--- src/rtl/button_press_conditioner.sv ---
// Synchronises and debounces the nine active-low cell keys and turns a
// debounced press into a single held selection with a valid/ack handshake.
module button_press_conditioner #(
  parameter int N_BUTTONS       = 9,
  parameter int DEBOUNCE_CYCLES = 8,
  parameter int IDX_W           = 4
) (
  input  logic                 clk,
  input  logic                 reset,
  input  logic [N_BUTTONS-1:0] buttons_n,
  input  logic                 enable,
  input  logic                 ack,
  output logic                 press_valid,
  output logic [IDX_W-1:0]     press_index,
  output logic [N_BUTTONS-1:0] press_onehot,
  output logic [N_BUTTONS-1:0] stable_pressed,
  output logic                 multi_press
);

  localparam int CNT_W = $clog2(DEBOUNCE_CYCLES);
  localparam logic [CNT_W-1:0] CNT_MAX = CNT_W'(DEBOUNCE_CYCLES - 1);

  typedef enum logic [1:0] {
    WAIT_RELEASE,
    IDLE,
    HOLD
  } state_t;

  state_t state, state_d;

  logic [N_BUTTONS-1:0] meta_n;
  logic [N_BUTTONS-1:0] sync_n;
  logic [N_BUTTONS-1:0] diff;
  logic [CNT_W-1:0]     cnt [N_BUTTONS];

  logic                 valid_d;
  logic [IDX_W-1:0]     index_d;
  logic [N_BUTTONS-1:0] onehot_d;
  logic                 multi_d;
  logic [IDX_W-1:0]     low_idx;
  logic [N_BUTTONS-1:0] low_oh;
  logic                 many;

  always_ff @(posedge clk or posedge reset) begin
    if (reset) begin
      meta_n <= '1;
      sync_n <= '1;
    end else begin
      meta_n <= buttons_n;
      sync_n <= meta_n;
    end
  end

  // a bit disagrees when its synchronised pressed level differs from the debounced one
  assign diff = ~sync_n ^ stable_pressed;

  always_ff @(posedge clk or posedge reset) begin
    if (reset) begin
      stable_pressed <= '0;
      for (int i = 0; i < N_BUTTONS; i++) cnt[i] <= '0;
    end else begin
      for (int i = 0; i < N_BUTTONS; i++) begin
        if (!diff[i]) begin
          cnt[i] <= '0;
        end else if (cnt[i] == CNT_MAX) begin
          stable_pressed[i] <= ~stable_pressed[i];
          cnt[i] <= '0;
        end else begin
          cnt[i] <= cnt[i] + 1'b1;
        end
      end
    end
  end

  // lowest held key wins; low_oh isolates the lowest set bit
  assign low_oh = stable_pressed & ~(stable_pressed - N_BUTTONS'(1));
  assign many   = |(stable_pressed & (stable_pressed - N_BUTTONS'(1)));

  always_comb begin
    low_idx = '0;
    for (int i = N_BUTTONS - 1; i >= 0; i--) begin
      if (stable_pressed[i]) low_idx = IDX_W'(i);
    end
  end

  always_comb begin
    state_d  = state;
    valid_d  = press_valid;
    index_d  = press_index;
    onehot_d = press_onehot;
    multi_d  = 1'b0;
    unique case (state)
      WAIT_RELEASE: begin
        if (stable_pressed == '0) state_d = IDLE;
      end
      IDLE: begin
        if (enable && |stable_pressed) begin
          state_d  = HOLD;
          valid_d  = 1'b1;
          index_d  = low_idx;
          onehot_d = low_oh;
          multi_d  = many;
        end
      end
      HOLD: begin
        if (ack) begin
          state_d  = WAIT_RELEASE;
          valid_d  = 1'b0;
          onehot_d = '0;
        end
      end
      default: state_d = WAIT_RELEASE;
    endcase
  end

  always_ff @(posedge clk or posedge reset) begin
    if (reset) begin
      state        <= WAIT_RELEASE;
      press_valid  <= 1'b0;
      press_index  <= '0;
      press_onehot <= '0;
      multi_press  <= 1'b0;
    end else begin
      state        <= state_d;
      press_valid  <= valid_d;
      press_index  <= index_d;
      press_onehot <= onehot_d;
      multi_press  <= multi_d;
    end
  end

endmodule

--- config.mk ---
export PLATFORM = sky130hd
export DESIGN_NAME = button_press_conditioner
export DESIGN_NICKNAME = d
export VERILOG_FILES = /design/src/rtl/button_press_conditioner.sv
export SDC_FILE = /design/constraint.sdc
export NUM_CORES = 1
export LEC_CHECK = 0
export ABC_AREA = 1
export CAP_MARGIN = 30
export CORE_MARGIN = 1.5
export CORE_UTILIZATION = 49
export CTS_BUF_LIST = sky130_fd_sc_hd__clkbuf_8 sky130_fd_sc_hd__clkbuf_16
export CTS_CLUSTER_DIAMETER = 50
export DETAILED_ROUTE_END_ITERATION = 10
export PLACE_DENSITY_LB_ADDON = 0.08
export SLEW_MARGIN = 20
export SYNTH_ARGS = -nofsm -noshare
export SYNTH_HDL_FRONTEND = slang
export SYNTH_SLANG_ARGS = --single-unit
--- constraint.sdc ---
create_clock -name clk -period 2.2 [get_ports clk]
set_input_delay 0.33 -clock clk [delete_from_list [all_inputs] [get_ports clk]]
set_output_delay 0.33 -clock clk [all_outputs]
set_load 0.1 [all_outputs]
### Yosys cells after proc, flatten, opt, wreduce, memory -nomap -nowiden

Cells that the tools add are included.

| cells by class | value |
|---|---|
| $add $sub $neg | 10 |
| multiplexer cells | 39 |
| reductions and logical operators | 18 |
| equal/unequal tests | 14 |
| bitwise logic cells | 14 |

Operators by type and width:

| kind | count |
|---|---|
| $mux W3 | 18 |
| $mux W4 | 9 |
| $add A3 B1 Y3 const B | 9 |
| $eq A3 B3 Y1 const B | 9 |
| $reduce_and A2 Y1 | 10 |
| $and A9 B9 Y9 | 2 |
| $mux W9 | 2 |
| $not A9 Y9 | 2 |
| $pmux W9 S2 | 1 |
| $reduce_or A9 Y1 | 2 |
| $logic_not A9 Y1 | 1 |
| $not A1 Y1 | 9 |
| $sub A9 B1 Y9 const B | 1 |
| $xor A9 B9 Y9 | 1 |
| $mux W2 | 3 |
| $ne A2 B2 Y1 const B | 3 |
| $pmux W2 S3 | 1 |
| $reduce_and A3 Y1 | 2 |
| $mux W1 | 4 |
| $eq A2 B1 Y1 const B | 1 |
| $eq A2 B2 Y1 const B | 1 |
| $logic_not A2 Y1 | 1 |
| $pmux W1 S2 | 1 |
| $reduce_bool A2 Y1 | 1 |
| $logic_and A1 B1 Y1 | 1 |

| word-level totals | value |
|---|---|
| register bits | 71 |

### Longest topological paths before layout

| logic depth | value |
|---|---|
| word-level depth | 9 |
| depth in mapped cells | 9 |
| gate-level depth less buffers | 8 |

### Worst setup path before layout

No wires, ideal clock.

| timing | value |
|---|---|
| kind | register to register |
| start point | reg stable_pressed[3] |
| end point | reg press_onehot[0] |
| stages on the path, launching flop included | 10 |
| data arrival time | 1.901 ns |
| slack | 0.179 ns |
| data required time | 2.080 ns |
| cells stage by stage | dfrtp_1 > buf_2 > nor2_8 > nand2_4 > nor2_4 > nand2_4 > nand2_8 > buf_12 > o21ai_2 > inv_1 |

| on the way | value |
|---|---|
| word-level cells in the longest chain between the ends | 4 |

RTL lines:

| what | line | RTL |
|---|---|---|
| from (decl) | 16 | `output logic [N_BUTTONS-1:0] stable_pressed,` |
| from (signal, indexed assignment) | 66 | `stable_pressed[i] <= ~stable_pressed[i];` |
| $reduce_or A9 Y1 | 97 | `if (enable && \|stable_pressed) begin` |
| $logic_and A1 B1 Y1 | 97 |  |
| $ne A2 B2 Y1 (no source line) | n/a |  |
| $reduce_and A3 Y1 (no source line) | n/a |  |
| to (signal assigned) | 127 | `press_onehot <= onehot_d;` |
| to (decl) | 15 | `output logic [N_BUTTONS-1:0] press_onehot,` |

No other way between the ends.
A chain may end at the register's enable or synchronous reset.

### Final worst setup path

| timing | value |
|---|---|
| start point | reg stable_pressed[3] |
| end point | out stable_pressed[3] |

No word-level cell between the ends.

==> results by group <==
Status
  – Status: finished clean

Timing
  – Period minus WS final: 1.653 ns
  – Slew Viols, Final: 0
  – Clock skew: 0.007070 ns
  – Setup TNS Final: 0 ns
  – Least-Margin Pin Slew: 0.4569 ns
  – Rel. slew slack: 69.43%
  – Tcrit/Tclk final: 75.14%
  – Max Clk Rate: 604.9 MHz
  – Final hold violation count: 0
  – Unrepaired setup endpoints after global routing: no
  – Final setup viols: 0

Final layout
  – Commonest cells after routing, fill and taps aside: dfrtp_1 (53), inv_1 (35), nand2_1 (35), nor2_1 (35), buf_4 (25)
  – Final nets: 339
  – Most common cell after layout, fill and taps aside: dfrtp_1
  – Inserted Diodes: 0
  – Util after Layout: 58.95%
  – Area delta synth->final: 17.10%
  – Share of cells above drive strength 1: 24.60%

Drt
  – Wire length per cell: 11.55 µm
  – DRT Wirelength: 4480 µm
  – Final antenna-violating net count: 0
  – TritonRoute pass-1 iters: 4
  – Total number of vias: 1806
  – Vias per cell: 4.655
  – Initial DRC count: 84
  – Remaining DRCs: 0

Worst setup path
  – CP Launch Type: flop
  – CP max-delay cell: dfrtp_1
  – Slowest Stage Delay on Critical Path: 0.62 ns
  – Bufs and invs on worst path: 1
  – Worst EP required: 1.87 ns
  – Worst Path Max Fanout: 8
  – Worst Setup Path Type: flop to primary output
  – Cell family with most CP delay: flip-flops
  – Setup crit end kind: primary output
  – Critical path, cell by cell: buf_4
  – Crit path DAT: 1.32 ns

Synthesis
  – Net Count, Synth: 296
  – Yosys top cell area share: 44.76%
  – Post-Syn Area: 2963 µm²
  – Sequential area share after synthesis: 60.73%
  – Syn_area_per_cell: 11.18 µm²
  – Count of distinct cell types in the synthesized netlist: 25
  – Ranking of synthesized cells by area: dfrtp_1 (45%), dfstp_2 (16%), ha_1 (7.6%), nand2_1 (4.4%), nor2_1 (4.4%)
  – Post-Syn Instances: 265
  – Largest area contributor in the netlist: dfrtp_1
  – Flops & latches, synth: 71
  – Yosys warns: 0

Clock network
  – Clk_lat worst skew: 0.33 ns
  – Post-cts sizing count: 0
  – # clock sinks: 71
  – Post-CTS Setup Inserts: 0
  – CTS root buffer: clkbuf_8
  – H-tree depth: 3
  – CTS Buf Count: 9
  – CTS Hold Bufs: 0
  – Clock Pin Slew Worst Setup and Hold Paths: 0.07 ns
  – CTS tree: built
  – CTS Buffer Depth: 2

Die
  – # rows: 28
  – Die area: 6522 µm²
  – Die Ht: 80.76 µm
  – Core area: 5886 µm²
  – Die Width: 80.76 µm
  – Ports: 37
  – Initial core utilization: 50.34%

Placed design
  – Post-DP HPWL: 3031 µm
  – Global placement routability congestion: 0.7586
  – Port bufs: 36

Global routing
  – Initial antenna violation count: 0
  – Largest net degree at the start of global routing: 72
  – GRT Total Usage: 16.16%
  – Total gr overflow: 0
  – Vias in the first global route: 1766
  – First-pass GRT wire length: 7824 µm

Job
  – Maxcap violations: 0

Hold path
  – Hold WC Path Type: flop to flop
## synth_stat cells
library cell,instances
a21oi_1,8
buf_12,1
buf_2,2
buf_6,2
buf_8,1
dfrtp_1,53
dfstp_2,18
ha_1,18
inv_1,31
nand2_1,35
nand2_2,2
nand2_4,2
nand2_8,1
nand3_1,10
nand3_2,4
nand4_1,1
nor2_1,35
nor2_2,2
nor2_4,2
nor2_8,1
nor3_1,9
o21ai_0,9
o21ai_2,7
o31ai_1,2
xor2_1,9
## worst reg2reg max path, delay by kind of cell, from the launching register on
kind / cells / cell delay [ns]
DFF: 1 / 0.50
and+or+nand+nor: 8 / 0.93
## cell type report
cell class                 instances  area (µm²)
sequential                        71        1799
inverter                          31       116.4
tap                               75       93.84
clock inverter                     7       28.78
multi-input combinational        157       979.7
fill                             529        2416
timing repair buffer              38       327.8
clock buffer                       9       123.9
## stage by stage
step	instance area, µm²	hold slack, ns	instances	setup slack, ns
6_report	3470	0.3525	388	0.5470
4_1_cts	3470	0.3531	388	0.5182
2_1_floorplan	2963	0.3345	265	0.1032
3_3_place_gp	3317	0.3452	372	0.4637
5_1_grt	3470	0.3614	388	0.4807
3_5_place_dp	3317	0.3468	372	0.4141
## final timing paths
path                            slack, ns                           from                         end  cells after the start
worst max register to register       0.67  stable_pressed[0]$_DFFE_PP0P_  press_index[0]$_DFFE_PP0P_                      8
min in group asynchronous            0.40                          reset           cnt[23]$_DFF_PP0_                      3
worst min register to register       0.35            meta_n[2]$_DFF_PP1_         sync_n[2]$_DFF_PP1_                      0
worst max-delay path                 0.55  stable_pressed[3]$_DFFE_PP0P_           stable_pressed[3]                      1
max in group asynchronous            1.47                          reset         sync_n[5]$_DFF_PP1_                      3
worst min-delay path                 0.35            meta_n[2]$_DFF_PP1_         sync_n[2]$_DFF_PP1_                      0
## layer usage
layer	global-route usage, %	up-vias	wire length, µm	part of all wire, %
met3	6.292	6	250	5.6
met1	21.70	842	2197	49
li1	-	927	-	-
met4	6.207	0	71	1.6
met2	23.78	31	1960	44
met5	0	-	0	0
## flip-flops by register name (all words and copies together), names as in the netlist
| register | cells |
|---|---|
| press_index | 4 |
| press_onehot | 9 |
| state | 2 |
| press_valid | 1 |
| multi_press | 1 |
| cnt | 27 |
| sync_n | 9 |
| stable_pressed | 9 |
| meta_n | 9 |
## cell families after synthesis
group                      count (synthesis)  synth area share, %
xor gates and xnor gates                   9                2.661
adders and majority gates                 18                7.601
DFF                                       71                60.73
buffers and inverters                     37                6.208
AOI/OAI and AO/OA                         26                5.447
and+or+nand+nor                          104                17.36
Power is not shown: default switching activity piles up to over one toggle a cycle in this logic, so the estimate is an artifact.
